File: config.mk
export PLATFORM = sky130hd
export DESIGN_NAME = prog_loader
export DESIGN_NICKNAME = d
export VERILOG_FILES = /design/src/rtl/affine_pkg.sv /design/src/rtl/prog_loader.sv
export SDC_FILE = /design/constraint.sdc
export NUM_CORES = 1
export LEC_CHECK = 0
export CAP_MARGIN = 40
export CORE_MARGIN = 4
export CORE_UTILIZATION = 25
export DETAILED_ROUTE_END_ITERATION = 10
export PLACE_DENSITY = 0.44
export SYNTH_ARGS = -nofsm -noshare
export SYNTH_HDL_FRONTEND = slang
export SYNTH_SLANG_ARGS = --single-unit
export TNS_END_PERCENT = 30
File: constraint.sdc
create_clock -name clk -period 2.55 [get_ports clk]
set_input_delay 0.765 -clock clk [delete_from_list [all_inputs] [get_ports clk]]
set_output_delay 0.765 -clock clk [all_outputs]
set_load 0.005 [all_outputs]
File: src/rtl/affine_pkg.sv
// affine: shared definitions for the affine PicoMIPS core and its program loader.
//   W_INST               instruction word width used by the core decoder
//   LOAD_BYTES_PER_WORD  stream bytes packed into one instruction word
//   tLoadState           program loader state encoding
//   tInstFields          op|i2|i1|rd|rs view of a word (op width = inst_w - 24)
//   split_inst()         splits a packed word into its fields
package affine;

    localparam int W_INST              = 28;
    localparam int LOAD_BYTES_PER_WORD = 4;

    typedef enum logic [2:0] {
        IDLE, HDR, BYTE, WRITE, CHECK, DONE, ERR
    } tLoadState;

    typedef struct packed {
        logic [7:0] op;
        logic [7:0] i2;
        logic [7:0] i1;
        logic [3:0] rd;
        logic [3:0] rs;
    } tInstFields;

    // op occupies the bits above bit 23 that exist in an inst_w-bit word.
    function automatic tInstFields split_inst(input logic [31:0] w, input int inst_w);
        tInstFields f;
        logic [7:0] op_mask;
        op_mask = 8'(16'h00FF >> (32 - inst_w));
        f.op = w[31:24] & op_mask;
        f.i2 = w[23:16];
        f.i1 = w[15:8];
        f.rd = w[7:4];
        f.rs = w[3:0];
        return f;
    endfunction

endpackage

File: src/rtl/prog_loader.sv
// prog_loader: byte-stream program loader for the affine PicoMIPS core.
// Accepts a frame (HDR word count, then 4 bytes per word, MSB first) over a
// valid/ready handshake, packs each word and writes it to program memory,
// holding the core in reset until the frame has loaded.
// Optional build macro LOADER_CHECKSUM_EN adds a trailing XOR checksum byte.
//
// Ports:
//   clk        system clock
//   nReset     synchronous active-low reset
//   start      pulse: begin a load frame (IDLE, DONE or ERR only)
//   rx_data    stream byte
//   rx_valid   rx_data valid
//   rx_ready   loader accepts a byte this cycle
//   pm_we      program memory write strobe (one cycle per word)
//   pm_addr    program memory write address
//   pm_wdata   packed instruction word
//   core_hold  core held in reset while high
//   done       frame loaded, sticky until start/reset
//   err        frame rejected, sticky until start/reset
//   words      words written in the current or last frame
module prog_loader
    import affine::*;
#(
    parameter int ADDR_W = 4,
    parameter int INST_W = affine::W_INST
) (
    input  logic              clk,
    input  logic              nReset,
    input  logic              start,
    input  logic [7:0]        rx_data,
    input  logic              rx_valid,
    output logic              rx_ready,
    output logic              pm_we,
    output logic [ADDR_W-1:0] pm_addr,
    output logic [INST_W-1:0] pm_wdata,
    output logic              core_hold,
    output logic              done,
    output logic              err,
    output logic [ADDR_W:0]   words
);

    localparam int              DEPTH   = 2**ADDR_W;
    localparam logic [ADDR_W:0] DEPTH_N = {1'b1, {ADDR_W{1'b0}}};
    // Bits of byte 0 that fall above the instruction word and must be zero.
    localparam logic [7:0]      HI_MASK = 8'(16'h00FF << (INST_W - 24));

    tLoadState           state;
    logic [1:0]          byte_cnt;
    logic [ADDR_W:0]     n_words;
    // Only the low INST_W-8 bits of the first three bytes are kept; the
    // discarded top bits of byte 0 are required to be zero anyway.
    logic [INST_W-9:0]   assembly;
    logic [INST_W-1:0]   word_next;
    logic                xfer;
    logic                hdr_bad;
    logic [ADDR_W:0]     hdr_n;
`ifdef LOADER_CHECKSUM_EN
    logic [7:0]          csum;
`endif

    always_comb begin
        xfer      = rx_valid && rx_ready;
        word_next = {assembly, rx_data};
        hdr_bad   = (int'(rx_data) > DEPTH);
        hdr_n     = (rx_data == 8'd0) ? DEPTH_N : (ADDR_W+1)'(rx_data);
    end

    always_ff @(posedge clk) begin
        if (!nReset) begin
            state     <= IDLE;
            rx_ready  <= 1'b0;
            pm_we     <= 1'b0;
            pm_addr   <= '0;
            pm_wdata  <= '0;
            core_hold <= 1'b1;
            done      <= 1'b0;
            err       <= 1'b0;
            words     <= '0;
            byte_cnt  <= '0;
        end else begin
            pm_we <= 1'b0;
            case (state)
                IDLE, DONE, ERR: begin
                    if (start) begin
                        state     <= HDR;
                        rx_ready  <= 1'b1;
                        core_hold <= 1'b1;
                        done      <= 1'b0;
                        err       <= 1'b0;
                    end
                end
                HDR: begin
                    if (xfer) begin
                        words <= '0;
                        if (hdr_bad) begin
                            state    <= ERR;
                            err      <= 1'b1;
                            rx_ready <= 1'b0;
                        end else begin
                            n_words  <= hdr_n;
                            pm_addr  <= '0;
                            byte_cnt <= '0;
                            state    <= BYTE;
                        end
`ifdef LOADER_CHECKSUM_EN
                        csum <= rx_data;
`endif
                    end
                end
                BYTE: begin
                    if (xfer) begin
`ifdef LOADER_CHECKSUM_EN
                        csum <= csum ^ rx_data;
`endif
                        if (byte_cnt == 2'd0 && (rx_data & HI_MASK) != 8'd0) begin
                            state    <= ERR;
                            err      <= 1'b1;
                            rx_ready <= 1'b0;
                        end else begin
                            assembly <= (INST_W-8)'(word_next);
                            byte_cnt <= byte_cnt + 2'd1;
                            if (byte_cnt == 2'd3) begin
                                pm_we    <= 1'b1;
                                pm_wdata <= word_next;
                                rx_ready <= 1'b0;
                                state    <= WRITE;
                            end
                        end
                    end
                end
                WRITE: begin
                    words   <= words + 1'b1;
                    pm_addr <= pm_addr + 1'b1;
                    if (words + 1'b1 == n_words) begin
`ifdef LOADER_CHECKSUM_EN
                        state     <= CHECK;
`else
                        state     <= DONE;
                        rx_ready  <= 1'b0;
                        done      <= 1'b1;
                        core_hold <= 1'b0;
`endif
                    end else begin
                        state    <= BYTE;
                        rx_ready <= 1'b1;
                    end
`ifdef LOADER_CHECKSUM_EN
                    if (words + 1'b1 == n_words) begin
                        rx_ready <= 1'b1;
                    end
`endif
                end
`ifdef LOADER_CHECKSUM_EN
                CHECK: begin
                    if (xfer) begin
                        rx_ready <= 1'b0;
                        if (rx_data == csum) begin
                            state     <= DONE;
                            done      <= 1'b1;
                            core_hold <= 1'b0;
                        end else begin
                            state <= ERR;
                            err   <= 1'b1;
                        end
                    end
                end
`endif
                default: begin
                    state    <= IDLE;
                    rx_ready <= 1'b0;
                end
            endcase
        end
    end

endmodule
==> impl_metrics.tcl <==
set metrics [dict create \
    pwr-share-clk_pct 42.6 \
    clk_latency_ps 330 \
    setup_viol 0 \
    clk_pin_slew_worst_paths_ps 60 \
    grt_max_degree 33 \
    switching_power_w 0.000757 \
    wl_met1_um 3350 \
    cts_root_buf "clkbuf_16" \
    fp-row-count 39 \
    syn2layout_area_growth_pct 38.1 \
    tightest_slew_ps 653 \
    path_cells "clkdlybuf4s50_1 > or4_4 > a311oi_2 > o31ai_2 > or3_1 > a21oi_2" \
    synthTopCellsByCount "nand2_1 (69), dfxtp_1 (47), a21oi_1 (44)" \
    nets 383 \
    met2_wirelength_um 3390 \
    place_area_um2 3750 \
    synth-edff-count 25 \
    yosysUniqueCellTypes 43 \
    numClockSinks 72 \
    ant_nets 0 \
    ys_warn_count 0 \
    core_um2 11400 \
    min_period_ps 2430 \
    holdCritStartpoint "assembly[10]" \
    synth_area_leaders "dfxtp_1 (32%), edfxtp_1 (26%), nand2_1 (8.8%)" \
    max_cap_violations 0 \
    dr.max_layer_used "met4" \
    design_area_um2 4040 \
    start_util_pct 25.6 \
    async_flop_share_pct 0 \
    grt_pass1_wl_um 11700 \
    hold_depth 0 \
    crit_start "rx_data[0]" \
    worst_ep_required_time_ps 2820 \
    yosysSeqAreaShare_pct 57.8 \
    slew_headroom_pct 56.4 \
    die_x_um 116 \
    drt_wl_total_um 7180 \
    multi_input_area_um2 1140 \
    register_area_um2 1690 \
    cp_top_family "simple AND/OR/NAND/NOR gates" \
    post-cts-setup-buffers 0 \
    swShare_pct 26.3 \
    die-area_um2 13500 \
    combPwrFrac_pct 12.9 \
    portBuffers 53 \
    vias 2332 \
    finalCoreUtilization_pct 35.4 \
    timing.final.max_slew_violations 0 \
    drc 0 \
    cts.htree.levels 3 \
    r2r_slack_ps 600 \
    ioPinCount 54 \
    post_drt_wl_per_cell_um 13.9 \
    synth.most_common_cell "nand2_1" \
    wl_met3_um 307 \
    clk_path_buf_depth 2 \
    clock_skew_ps 5.62 \
    ys_ff_latch 72 \
    synth_area_leader_cell "dfxtp_1" \
    syn-cell-area_um2 2930 \
    overflow 0 \
    via_per_inst 4.53 \
    cts_tree "built" \
    rsz0062_at_grt "false" \
    crit_slowest_cell "or4_4" \
    ctsResizeCount 0 \
    grt_util_all_layers_pct 11.3 \
    synthFlopType "dfxtp_1" \
    die_y_um 116 \
    drt_iter0_markers 93 \
    hold_viol_final 0 \
    crit_buf_inv 1 \
    syn_area_per_cell_um2 9.69 \
    cts-buffers-inserted 9 \
    r2r-start "words[0]" \
    r2r_cells 6 \
    dr.pass1.iters 4 \
    rr_endpoint "rx_ready" \
    min_path_type "flop to flop" \
    power.leakage_nw 1.33 \
    synthCells 302 \
    ir_drop_uv 324 \
    p_int_w 0.00212 \
    place.gp.congestion 0.802 \
    worstHoldEndpoint "assembly[18]" \
    critPathKind "input pin to flop" \
    status "finished, final reports clean" \
    dp_hpwl_um 5060 \
    crit_path_max_incr_delay_ps 580 \
    crit_path_end_kind "flop" \
    drive_gt1_share_pct 11.8 \
    clock.fmax_ghz 0.411 \
    fill_cells 1183 \
    period_share_pct 95.4 \
    antenna_cells 0 \
    seqPwrFrac_pct 44.5 \
    cp_max_fo 4 \
    synth_top_area_share_pct 32.1 \
    critPathArrivalTime_ps 2700 \
    grt_pass1_vias 2267 \
    start_kind "input pin" \
    cts_hold_buf 0 \
    antenna_found_initial 0 \
    p_per_area_nw_per_um2 712 \
    synth_fp_nets 318 \
]
[worst max-delay path by stage]
stage	to	slack, ps	cells after the start
2_1_floorplan	assembly[0]	200	3
3_3_place_gp	byte_cnt[0]	-200	6
3_5_place_dp	byte_cnt[0]	-220	6
4_1_cts	byte_cnt[0]	120	6
5_1_grt	pm_wdata[11]	50	8
6_report	byte_cnt[0]	120	6
[power groups by stage]
| stage | clock network (W) | registers, W | logic, W |
|---|---|---|---|
| finish | 0.00123 | 0.00128 | 0.000371 |
| global route | 0.00130 | 0.00129 | 0.000417 |
| CTS | 0.00126 | 0.00128 | 0.000375 |
| detailed placement | 0 | 0.00130 | 0.000373 |
| global placement | 0 | 0.00131 | 0.000372 |
| floorplan | 0 | 0.00126 | 0.000271 |
[metrics by stage]
stage          power (W)  instances  hold WS (ps)  setup TNS, ps  worst slack, ps
4_1_cts          0.00292        515           452              0              121
2_1_floorplan    0.00153        302           426              0              200
5_1_grt          0.00301        515           454              0             49.7
3_3_place_gp     0.00168        499           434          -4860             -203
3_5_place_dp     0.00168        499           433          -5680             -220
6_report         0.00288        515           449              0              118
[worst register-to-register path, delay by kind of cell, from the launching register on]
kind                       cells  cell delay (ps)
AOI/OAI and AO/OA              4             1000
adders and majority gates      1              300
and+or+nand+nor                1              160
DFF                            1              370
[logic make-up after synthesis]
family | after synthesis | synth area share (%)
flops | 72 | 57.8
xor+xnor | 7 | 2.09
simple gates | 114 | 17.7
fa+ha+maj | 4 | 1.71
compound gates | 82 | 17.2
buf+inv | 23 | 3.50
[sequential cells by signal (all words and copies together), names as in the netlist]
signal / cells
assembly: 20
byte_cnt: 2
core_hold: 1
done: 1
err: 1
n_words: 5
pm_addr: 4
pm_wdata: 28
pm_we: 1
rx_ready: 1
state: 3
words: 5
[area by class of cell]
| class | count | share of cell area, % |
|---|---|---|
| flip-flops and latches | 72 | 41.8 |
| multi-input cells | 207 | 28.1 |
| repair buffers | 73 | 18.1 |
| clock buffers | 11 | 6.28 |
| well taps | 143 | 4.42 |
| clock inverters | 5 | 0.928 |
| inverters | 4 | 0.371 |
[placed cells by master, fill, tap and decap left out, types with 6 or more instances in the layout]
master	netlist	routed
nor2_1	16	15
buf_4	0	16
a21oi_1	44	44
nand2_1	69	69
dfxtp_1	47	47
nand3_1	6	6
nor2b_1	6	6
edfxtp_1	25	25
o21ai_0	12	12
clkbuf_16	0	10
clkdlybuf4s50_1	0	53
[per-layer routing]
| metal | GRT usage [%] | up-vias |
|---|---|---|
| met5 | 0 | - |
| met4 | 5.34 | 0 |
| met3 | 2.49 | 10 |
| li1 | - | 1183 |
| met1 | 14.6 | 1086 |
| met2 | 18.0 | 53 |
(Power assumes the default switching activity.)
